[src/rtl/regfile_wb_arbiter_pkg.sv]
// Shared register-file constants and the writeback grant encoding used by the
// arbiter and its scoreboard.
package regfile_pkg;

  localparam int DW           = 32;
  localparam int AW           = 5;
  localparam int NREG         = 2 ** AW;
  localparam int ZERO_REG     = 0;
  localparam int MAX_WAIT_DEF = 3;

  typedef enum logic [1:0] {
    GNT_NONE = 2'd0,
    GNT_REQ0 = 2'd1,
    GNT_REQ1 = 2'd2
  } gnt_e;

endpackage : regfile_pkg

[src/rtl/regfile_wb_arbiter_if.sv]
// Writeback bus between the two requesters, the arbiter and the register-file
// write port. Requesters use the master side, the arbiter the slave side.
interface regfile_wb_arbiter_if #(
  parameter int DW = regfile_pkg::DW,
  parameter int AW = regfile_pkg::AW
);
  localparam int NREG = 2 ** AW;

  logic            req0_valid;
  logic [AW-1:0]   req0_addr;
  logic [DW-1:0]   req0_data;
  logic            req0_ready;

  logic            req1_valid;
  logic [AW-1:0]   req1_addr;
  logic [DW-1:0]   req1_data;
  logic            req1_ready;

  logic            rsv_valid;
  logic [AW-1:0]   rsv_addr;

  logic [NREG-1:0] busy;
  logic            waw_err;

  logic            we3;
  logic [AW-1:0]   wa3;
  logic [DW-1:0]   wd3;

  modport master (
    output req0_valid, req0_addr, req0_data,
    output req1_valid, req1_addr, req1_data,
    output rsv_valid, rsv_addr,
    input  req0_ready, req1_ready, busy, waw_err,
    input  we3, wa3, wd3
  );

  modport slave (
    input  req0_valid, req0_addr, req0_data,
    input  req1_valid, req1_addr, req1_data,
    input  rsv_valid, rsv_addr,
    output req0_ready, req1_ready, busy, waw_err,
    output we3, wa3, wd3
  );

endinterface : regfile_wb_arbiter_if

[src/rtl/regfile_wb_arbiter_scoreboard.sv]
// Pending-write bitmap for registers reserved by the multi-cycle requester,
// plus sticky detection of pipeline writes that hit a reserved register.
module wb_scoreboard #(
  parameter int AW   = regfile_pkg::AW,
  parameter int NREG = 2 ** AW
) (
  input  logic            clk,
  input  logic            reset_n,
  input  logic            i_rsv_valid,
  input  logic [AW-1:0]   i_rsv_addr,
  input  logic            i_clr_valid,
  input  logic [AW-1:0]   i_clr_addr,
  input  logic            i_wr_valid,
  input  logic [AW-1:0]   i_wr_addr,
  output logic [NREG-1:0] o_busy,
  output logic            o_waw_err
);
  import regfile_pkg::*;

  logic [NREG-1:0] r_busy;
  logic [NREG-1:0] w_busy_nxt;
  logic            r_waw_err;
  logic            w_waw_hit;

  // Reservation is applied after the clear so a same-cycle re-reserve survives.
  always_comb begin
    w_busy_nxt = r_busy;
    if (i_clr_valid) begin
      w_busy_nxt[i_clr_addr] = 1'b0;
    end
    if (i_rsv_valid) begin
      w_busy_nxt[i_rsv_addr] = 1'b1;
    end
    w_busy_nxt[ZERO_REG] = 1'b0;
  end

  assign w_waw_hit = i_wr_valid && (i_wr_addr != AW'(ZERO_REG)) && r_busy[i_wr_addr];

  always_ff @(posedge clk or negedge reset_n) begin
    if (!reset_n) begin
      r_busy    <= '0;
      r_waw_err <= 1'b0;
    end else begin
      r_busy <= w_busy_nxt;
      if (w_waw_hit) begin
        r_waw_err <= 1'b1;
      end
    end
  end

  assign o_busy    = r_busy;
  assign o_waw_err = r_waw_err;

endmodule : wb_scoreboard

[src/rtl/regfile_wb_arbiter.sv]
// Two-source arbiter for the register-file write port: pipeline writeback wins
// by default, the multi-cycle unit is forced through after MAX_WAIT losses.
module regfile_wb_arbiter #(
  parameter int DW       = regfile_pkg::DW,
  parameter int AW       = regfile_pkg::AW,
  parameter int MAX_WAIT = regfile_pkg::MAX_WAIT_DEF
) (
  input logic                 clk,
  input logic                 reset_n,
  regfile_wb_arbiter_if.slave bus
);
  import regfile_pkg::*;

  localparam int LNREG   = 2 ** AW;
  localparam int WAIT_LIM = (MAX_WAIT < 1) ? 1 : MAX_WAIT;
  localparam int CW       = $clog2(WAIT_LIM + 1);
  localparam logic [CW-1:0] CNT_MAX = CW'(WAIT_LIM);

  logic [CW-1:0]    r_starve_cnt;
  gnt_e             w_gnt;
  logic             w_xfer0;
  logic             w_xfer1;
  logic [LNREG-1:0] w_busy;
  logic             w_waw_err;

  // Grants are gated by reset_n so nothing is written once reset asserts.
  always_comb begin
    w_gnt = GNT_NONE;
    if (reset_n) begin
      if (bus.req0_valid && bus.req1_valid) begin
        w_gnt = (r_starve_cnt == CNT_MAX) ? GNT_REQ1 : GNT_REQ0;
      end else if (bus.req0_valid) begin
        w_gnt = GNT_REQ0;
      end else if (bus.req1_valid) begin
        w_gnt = GNT_REQ1;
      end
    end
  end

  assign w_xfer0 = (w_gnt == GNT_REQ0);
  assign w_xfer1 = (w_gnt == GNT_REQ1);

  assign bus.req0_ready = w_xfer0;
  assign bus.req1_ready = w_xfer1;

  always_comb begin
    bus.we3 = 1'b0;
    bus.wa3 = '0;
    bus.wd3 = '0;
    unique case (w_gnt)
      GNT_REQ0: begin
        bus.we3 = (bus.req0_addr != AW'(ZERO_REG));
        bus.wa3 = bus.req0_addr;
        bus.wd3 = bus.req0_data;
      end
      GNT_REQ1: begin
        bus.we3 = (bus.req1_addr != AW'(ZERO_REG));
        bus.wa3 = bus.req1_addr;
        bus.wd3 = bus.req1_data;
      end
      default: ;
    endcase
  end

  always_ff @(posedge clk or negedge reset_n) begin
    if (!reset_n) begin
      r_starve_cnt <= '0;
    end else if (!bus.req1_valid || w_xfer1) begin
      r_starve_cnt <= '0;
    end else if (r_starve_cnt != CNT_MAX) begin
      r_starve_cnt <= r_starve_cnt + 1'b1;
    end
  end

  wb_scoreboard #(
    .AW   (AW),
    .NREG (LNREG)
  ) u_scoreboard (
    .clk         (clk),
    .reset_n     (reset_n),
    .i_rsv_valid (bus.rsv_valid),
    .i_rsv_addr  (bus.rsv_addr),
    .i_clr_valid (w_xfer1),
    .i_clr_addr  (bus.req1_addr),
    .i_wr_valid  (w_xfer0),
    .i_wr_addr   (bus.req0_addr),
    .o_busy      (w_busy),
    .o_waw_err   (w_waw_err)
  );

  assign bus.busy    = w_busy;
  assign bus.waw_err = w_waw_err;

endmodule : regfile_wb_arbiter

[src/flat_wrapper.sv]
// flat-port wrapper written by rule: the top's interface ports become plain ports
module regfile_wb_arbiter_flat import regfile_pkg::*;
#(
  parameter int DW       = regfile_pkg::DW,
  parameter int AW       = regfile_pkg::AW,
  parameter int MAX_WAIT = regfile_pkg::MAX_WAIT_DEF
)
  (clk, reset_n, bus_req0_valid, bus_req0_addr, bus_req0_data, bus_req1_valid, bus_req1_addr, bus_req1_data, bus_rsv_valid, bus_rsv_addr, bus_req0_ready, bus_req1_ready, bus_busy, bus_waw_err, bus_we3, bus_wa3, bus_wd3);
  regfile_wb_arbiter_if #(.DW(DW), .AW(AW)) bus_i ();
  input logic clk;
  input logic reset_n;
  input wire logic [$bits(bus_i.req0_valid)-1:0] bus_req0_valid;
  input wire logic [$bits(bus_i.req0_addr)-1:0] bus_req0_addr;
  input wire logic [$bits(bus_i.req0_data)-1:0] bus_req0_data;
  input wire logic [$bits(bus_i.req1_valid)-1:0] bus_req1_valid;
  input wire logic [$bits(bus_i.req1_addr)-1:0] bus_req1_addr;
  input wire logic [$bits(bus_i.req1_data)-1:0] bus_req1_data;
  input wire logic [$bits(bus_i.rsv_valid)-1:0] bus_rsv_valid;
  input wire logic [$bits(bus_i.rsv_addr)-1:0] bus_rsv_addr;
  output wire logic [$bits(bus_i.req0_ready)-1:0] bus_req0_ready;
  output wire logic [$bits(bus_i.req1_ready)-1:0] bus_req1_ready;
  output wire logic [$bits(bus_i.busy)-1:0] bus_busy;
  output wire logic [$bits(bus_i.waw_err)-1:0] bus_waw_err;
  output wire logic [$bits(bus_i.we3)-1:0] bus_we3;
  output wire logic [$bits(bus_i.wa3)-1:0] bus_wa3;
  output wire logic [$bits(bus_i.wd3)-1:0] bus_wd3;
  assign bus_i.req0_valid = bus_req0_valid;
  assign bus_i.req0_addr = bus_req0_addr;
  assign bus_i.req0_data = bus_req0_data;
  assign bus_i.req1_valid = bus_req1_valid;
  assign bus_i.req1_addr = bus_req1_addr;
  assign bus_i.req1_data = bus_req1_data;
  assign bus_i.rsv_valid = bus_rsv_valid;
  assign bus_i.rsv_addr = bus_rsv_addr;
  assign bus_req0_ready = bus_i.req0_ready;
  assign bus_req1_ready = bus_i.req1_ready;
  assign bus_busy = bus_i.busy;
  assign bus_waw_err = bus_i.waw_err;
  assign bus_we3 = bus_i.we3;
  assign bus_wa3 = bus_i.wa3;
  assign bus_wd3 = bus_i.wd3;
  regfile_wb_arbiter #(.DW(DW), .AW(AW), .MAX_WAIT(MAX_WAIT)) u_core (.clk(clk), .reset_n(reset_n), .bus(bus_i));
endmodule
[config.mk]
export PLATFORM = sky130hd
export DESIGN_NAME = regfile_wb_arbiter_flat
export DESIGN_NICKNAME = d
export VERILOG_FILES = /design/src/rtl/regfile_wb_arbiter_pkg.sv /design/src/rtl/regfile_wb_arbiter_if.sv /design/src/rtl/regfile_wb_arbiter_scoreboard.sv /design/src/rtl/regfile_wb_arbiter.sv /design/src/flat_wrapper.sv
export SDC_FILE = /design/constraint.sdc
export NUM_CORES = 1
export LEC_CHECK = 0
export BUFFER_PORTS_ARGS = -buffer_cell sky130_fd_sc_hd__buf_2
export CAP_MARGIN = 15
export CORE_ASPECT_RATIO = 0.8
export CORE_MARGIN = 4
export CORE_UTILIZATION = 26
export CTS_CLUSTER_SIZE = 28
export DETAILED_ROUTE_END_ITERATION = 6
export GPL_ROUTABILITY_DRIVEN = 0
export PLACE_DENSITY_LB_ADDON = 0.12
export RECOVER_POWER = 25
export SLEW_MARGIN = 20
export SYNTH_ARGS = -nofsm -noshare
export SYNTH_HDL_FRONTEND = slang
export SYNTH_SLANG_ARGS = --single-unit
[constraint.sdc]
create_clock -name clk -period 2.5 [get_ports clk]
set_input_delay 0.25 -clock clk [delete_from_list [all_inputs] [get_ports clk]]
set_output_delay 0.25 -clock clk [all_outputs]
set_load 0.01 [all_outputs]
# ---- Word level (Yosys, flattened, before mapping)
# Cells that the tools add are included.
dict set report totals {
  regBits 34
  in_bits 84
  out_inout_bits 73
}
dict set report op_classes {
  add_sub_neg 1
  magnitude_cmp 5
  n_eq_ne 4
  muxes 18
  n_bitwise 3
  n_reduce_logical 10
}
# cell n
set ops {}
lappend ops {{2-to-1 mux 32 bit} 2}
lappend ops {{one-hot mux 32 bit (2 select lines)} 1}
lappend ops {{bitwise AND 32 bit} 1}
lappend ops {{NOT 32 bit} 1}
lappend ops {{bitwise OR 32 bit} 1}
lappend ops {{less-than comparator 5 x 6 -> 1 bit, second input constant} 3}
lappend ops {{2-to-1 mux 2 bit} 7}
lappend ops {{demux 1 bit (select 5 bit)} 2}
lappend ops {{greater-or-equal comparator 5 x 1 -> 1 bit, second input constant} 2}
lappend ops {{one-hot mux 5 bit (2 select lines)} 1}
lappend ops {{nonzero test 5 bit} 2}
lappend ops {{binary-select mux 1 bit (select 5 bit)} 1}
lappend ops {{logical AND 1 bit} 5}
lappend ops {{== test 2 bit, second input constant} 2}
lappend ops {{2-to-1 mux 1 bit} 3}
lappend ops {{adder 2 x 1 -> 2 bit, second input constant} 1}
lappend ops {{== test 2 x 1 -> 1 bit, second input constant} 1}
lappend ops {{inequality test 2 bit, second input constant} 1}
lappend ops {{one-hot mux 1 bit (2 select lines)} 1}
lappend ops {{nonzero test 2 bit} 1}
lappend ops {{logical NOT 1 bit} 1}
lappend ops {{logical OR 1 bit} 1}

# ---- Depth between registers and ports, before layout
dict set report logic_depth {
  ltp_word 9
  ltp_mapped 11
  depth_no_buf 8
}

# ---- Modules after synthesis
# Synthesis repeated with hierarchy kept, for this count alone.
dict set report unflattened {
  hier_cells 308
  hier_area_um2 2561.2
}
# module n_inst cells_per_inst area_each_um2 seq_area_each_um2
set modules_own_cells {}
lappend modules_own_cells {wb_scoreboard 1 150 1617.8 800.8}
lappend modules_own_cells {regfile_wb_arbiter 1 158 943.4 50.0}

# ---- Worst setup path after synthesis
# OpenSTA, ideal clock, no wires.
dict set report synth_path {
  path_type {register to output}
  startpoint {reg u_core.r_starve_cnt[0]}
  endpoint {out bus_wd3[15]}
  arrival_time_ps 2450
  t_required_ps 2250
  setup_slack_ps -200
  stages_incl_launch_ff 12
  path_buffers 4
  cell_sequence {dfrtp_1 > ha_1 > nand2b_1 > and3_1 > buf_2 > buf_2 > inv_2 > ha_1 > clkbuf_1 > clkbuf_1 > a22oi_1 > nor2_1}
}
dict set report synth_between {
  elab_chain_len 6
  word_cells_on_any_way 7
  cone_classes {eq/ne (3); mux (4)}
}
# item line_no
set synth_rtl {}
lappend synth_rtl {{from (decl)} regfile_wb_arbiter.sv:19} ;# logic [CW-1:0] r_starve_cnt;
lappend synth_rtl {{from (signal assigned)} regfile_wb_arbiter.sv:71} ;# r_starve_cnt <= r_starve_cnt + 1'b1;
lappend synth_rtl {{== test 2 bit} regfile_wb_arbiter.sv:31} ;# w_gnt = (r_starve_cnt == CNT_MAX) ? GNT_REQ1 : GNT_REQ0;
lappend synth_rtl {{2-to-1 mux 2 bit} regfile_wb_arbiter.sv:31}
lappend synth_rtl {{2-to-1 mux 2 bit} regfile_wb_arbiter.sv:30} ;# if (bus.req0_valid && bus.req1_valid) begin
lappend synth_rtl {{2-to-1 mux 2 bit} regfile_wb_arbiter.sv:29} ;# if (reset_n) begin
lappend synth_rtl {{== test 2 x 1 -> 1 bit} --}
lappend synth_rtl {{net bus_req0_ready} flat_wrapper.sv:20} ;# output wire logic [$bits(bus_i.req0_ready)-1:0] bus_req0_ready;
lappend synth_rtl {{one-hot mux 32 bit (2 select lines)} regfile_wb_arbiter.sv:50} ;# unique case (w_gnt)
lappend synth_rtl {{to (decl)} flat_wrapper.sv:26} ;# output wire logic [$bits(bus_i.wd3)-1:0] bus_wd3;
# The timed path passes the listed nets, and every way through them passes these cells.

# ---- Final worst setup path
dict set report layout_path {
  startpoint {reg u_core.r_starve_cnt[0]}
  endpoint {out bus_wd3[15]}
}
dict set report layout_between {
  elab_chain_len 6
  word_cells_on_any_way 7
  cone_classes {eq/ne (3); mux (4)}
}
# item line_no
set layout_rtl {}
lappend layout_rtl {{== test 2 bit (*)} regfile_wb_arbiter.sv:31}
lappend layout_rtl {{2-to-1 mux 2 bit (*)} regfile_wb_arbiter.sv:31}
lappend layout_rtl {{2-to-1 mux 2 bit (*)} regfile_wb_arbiter.sv:30}
lappend layout_rtl {{2-to-1 mux 2 bit (*)} regfile_wb_arbiter.sv:29}
lappend layout_rtl {{== test 2 bit or == test 2 x 1 -> 1 bit (tied branches)} regfile_wb_arbiter.sv:50}
lappend layout_rtl {{one-hot mux 32 bit (2 select lines) (*)} regfile_wb_arbiter.sv:50}
# Every way passes the cells marked *; elsewhere a longest branch is shown, timed or not.

==> results.md <==
- Gr usage total: between 15 and 20%
- Die Area: just over 10000 µm²
- # IOs: approximately 160
- Routed len/inst: approximately 18 µm
- Top post-synthesis cells by area: dfrtp_1 37%, a22oi_1 12%, o21ai_1 11%
- Reg2reg setup slack: 0.23 ns
- M2 GR Usage: around 27%
- Maximum VDD drop: between 0.2 and 0.3 mV
- R2R depth: 7
- Initial core utilization: 26.9%
- Worst skew pair latency: 0.29 ns
- CP max-delay cell: dfrtp_1
- # setup viols final: 0
- Die width: ~110 µm
- Initial DRT Pass Iterations: 4
- CP endpoint: bus_wd3[15]
- Largest area contributor in the netlist: dfrtp_1
- Clock slew at reported path FFs: about 0.070 ns
- Final Hold Fails: 0
- FF+latch count, synth: 34
- Reg area: 851 µm²
- Via/cell ratio: about 5.2
- Total power draw: about 1.9 mW
- Top-count cell post-synth: o21ai_1
- Clk buf depth: 2
- Die Height: around 90 µm
- R2r endpoint: u_core.u_scoreboard.o_busy[16]$_DFF_PN0_
- Outcome: finished clean
- CP Buf/Inv Count: 3
- Worst path most repeated cell: ha_2
- Hold WC Path Type: in -> async
- Period utilisation layout: 94.7%
- Routed Wire Length: 9.49 mm
- DP HPWL: between 7 and 8 mm
- Layout area overhead: 44.2%
- Pins Over Slew Limit: 0
- Share of cells above drive strength 1: between 40% and 50%
- Post-synthesis sequential area ratio: between 30% and 40%
- Final hold slack: 0.117 ns
- MaxCap Viol Count: 0
- Post-synth ARST share: 100%
- Post-route ant nets: 0
- Nets: between 500 and 600
- Primary FF master, synth: dfrtp_1
- CTS sink count: 34
- H-tree depth: 2
- Vias in the first global route: 2653
- DR vias: approximately 2700
- Residual DRC: 0
- Startpoint Class: flip-flop
- Met1 Usage GRT: 24.5%
- Filler cell count: between 900 and 1000
- Data required, critical path: around 2.3 ns
- Top cell type's share of synthesized area: 37.2%
- Skew final: ~0.0013 ns
- Post-synth cell types: 39
- Synth top cells by count: 51 x o21ai_1, 40 x nor2_1, 37 x a22oi_1
- Mapped Area: ~2300 µm²
- Leak: 1.53 nW
- Largest net degree at the start of global routing: 38
- CP peak stage delay: just over 0.4 ns
- CP Depth: 9
- First-pass GRT wire length: between 10 and 15 mm
- Multi-input gate area: about 1300 µm²
- EDFF count, synth: 0
- Initial antenna violation count: 1
- CTS buffer count: 5
- Unrepaired setup endpoints after global routing: false
- Minimum clock period: 2.37 ns
- CTS root buf: clkbuf_8
- Critical Path End Type: output port
- Setup CP Type: reg -> out
- Critical path launch point: u_core.r_starve_cnt[0]$_DFFE_PN0P_
- Largest delay contributor family on the critical path: simple AND/OR/NAND/NOR gates
- Syn Nets: 353
- Warnings from Yosys: 0
- Syn avg cell area: 8.60 µm²
- CP max FO: 8
- IO Port Bufs: between 150 and 200
- Total negative slack: 0 ns
- Core Box Area: between 8000 and 9000 µm²
- Pwr dens: a little under 600 nW/µm²
- WP data arrival: 2.12 ns
- Crit path cell chain: ha_2 -> nand2b_4 -> and3_1 -> inv_2 -> ha_2 -> buf_4 -> a22oi_1 -> nor2_1 -> buf_2
- Starting DRT DRC Count: approximately 190
- Synthesized instance count: 266
- # rows: 30
- GRT Max-Usage Layer: met2
- GR Util met3: 3.96%
- CTS tree: done
- R2r startpoint: u_core.r_starve_cnt[0]$_DFFE_PN0P_
- Congestion Overflow GR: 0
- Fmax achieved: about 420 MHz
- Postcts setup bufs: 0
- CTS Hold Bufs: 0
==> sequential cells by signal, indices dropped and copies added (netlist names) <==
register                       cells
u_core.u_scoreboard.o_waw_err      1
u_core.u_scoreboard.o_busy        31
u_core.r_starve_cnt                2
==> metal layers <==
layer | vias up | share of wire [%]
met5 | - | 0
li1 | 1300 | -
met4 | 0 | 2.0
met1 | 1319 | 45
met2 | 105 | 45
met3 | 14 | 7.3
==> metrics by stage <==
step                      utilization (%)  std cells  cell area, µm²  setup WS (ns)
after global placement               37.2        520            3170          0.274
after detailed placement             37.2        520            3170          0.172
after CTS                            38.3        528            3260       -0.00783
after global routing                 38.7        530            3300        0.00508
final                                38.7        530            3300          0.133
after floorplan                         -        266            2300         0.0142
==> power by group <==
group | internal [mW] | switching [mW] | leakage (nW) | total, mW
logic | 0.321 | 0.371 | 1.09 | 0.692
registers | 0.675 | 0.0997 | 0.394 | 0.775
clock network | 0.222 | 0.215 | 0.0472 | 0.437
==> final cells by class <==
type	count	area share [%]
multi-input combinational	207	40.7
sequential	34	25.8
timing repair buffer	163	25.8
tap	112	4.25
clock buffer	6	2.50
inverter	5	0.569
clock inverter	2	0.379
antenna	1	0.0758
==> cell families (layout without fill, tap and decap cells) <==
group	count (synthesis)	in the layout	synth area share (%)
adders and majority gates	3	3	1.64
DFF	34	34	37.2
and+or+nand+nor	81	81	17.9
muxes	13	13	8.97
buffers and inverters	25	176	4.70
AOI/OAI and AO/OA	108	108	29.1
xor gates and xnor gates	1	1	0.383
other	1	2	0.164
==> cells in the final DEF (no fill, tap or decap), types with 4 or more instances in the layout <==
master / count
nor2_1: 40
nand3b_1: 10
a22oi_1: 37
dfrtp_1: 34
clkbuf_8: 6
buf_2: 154
or3b_1: 6
buf_4: 6
nand2_1: 7
mux2i_1: 4
o21ai_0: 11
o21ai_1: 51
nand3_1: 6
==> repair_timing <==
action	CTS	global route
endpoints found under the hold margin	0	0
gates cloned	0	1
pin swaps	0	0
endpoints found under the setup margin	8	45
resized for setup	0	9
==> worst min path at each step <==
stage               slack (ns)                                       end  startpoint
finish                    0.12        u_core.r_starve_cnt[1]$_DFFE_PN0P_     reset_n
global placement          0.37        u_core.r_starve_cnt[1]$_DFFE_PN0P_     reset_n
detailed placement        0.38        u_core.r_starve_cnt[0]$_DFFE_PN0P_     reset_n
CTS                       0.06        u_core.r_starve_cnt[0]$_DFFE_PN0P_     reset_n
floorplan                -0.05        u_core.r_starve_cnt[0]$_DFFE_PN0P_     reset_n
global route              0.17  u_core.u_scoreboard.o_busy[20]$_DFF_PN0_     reset_n
No activity file was read; power rests on OpenSTA's default activity.
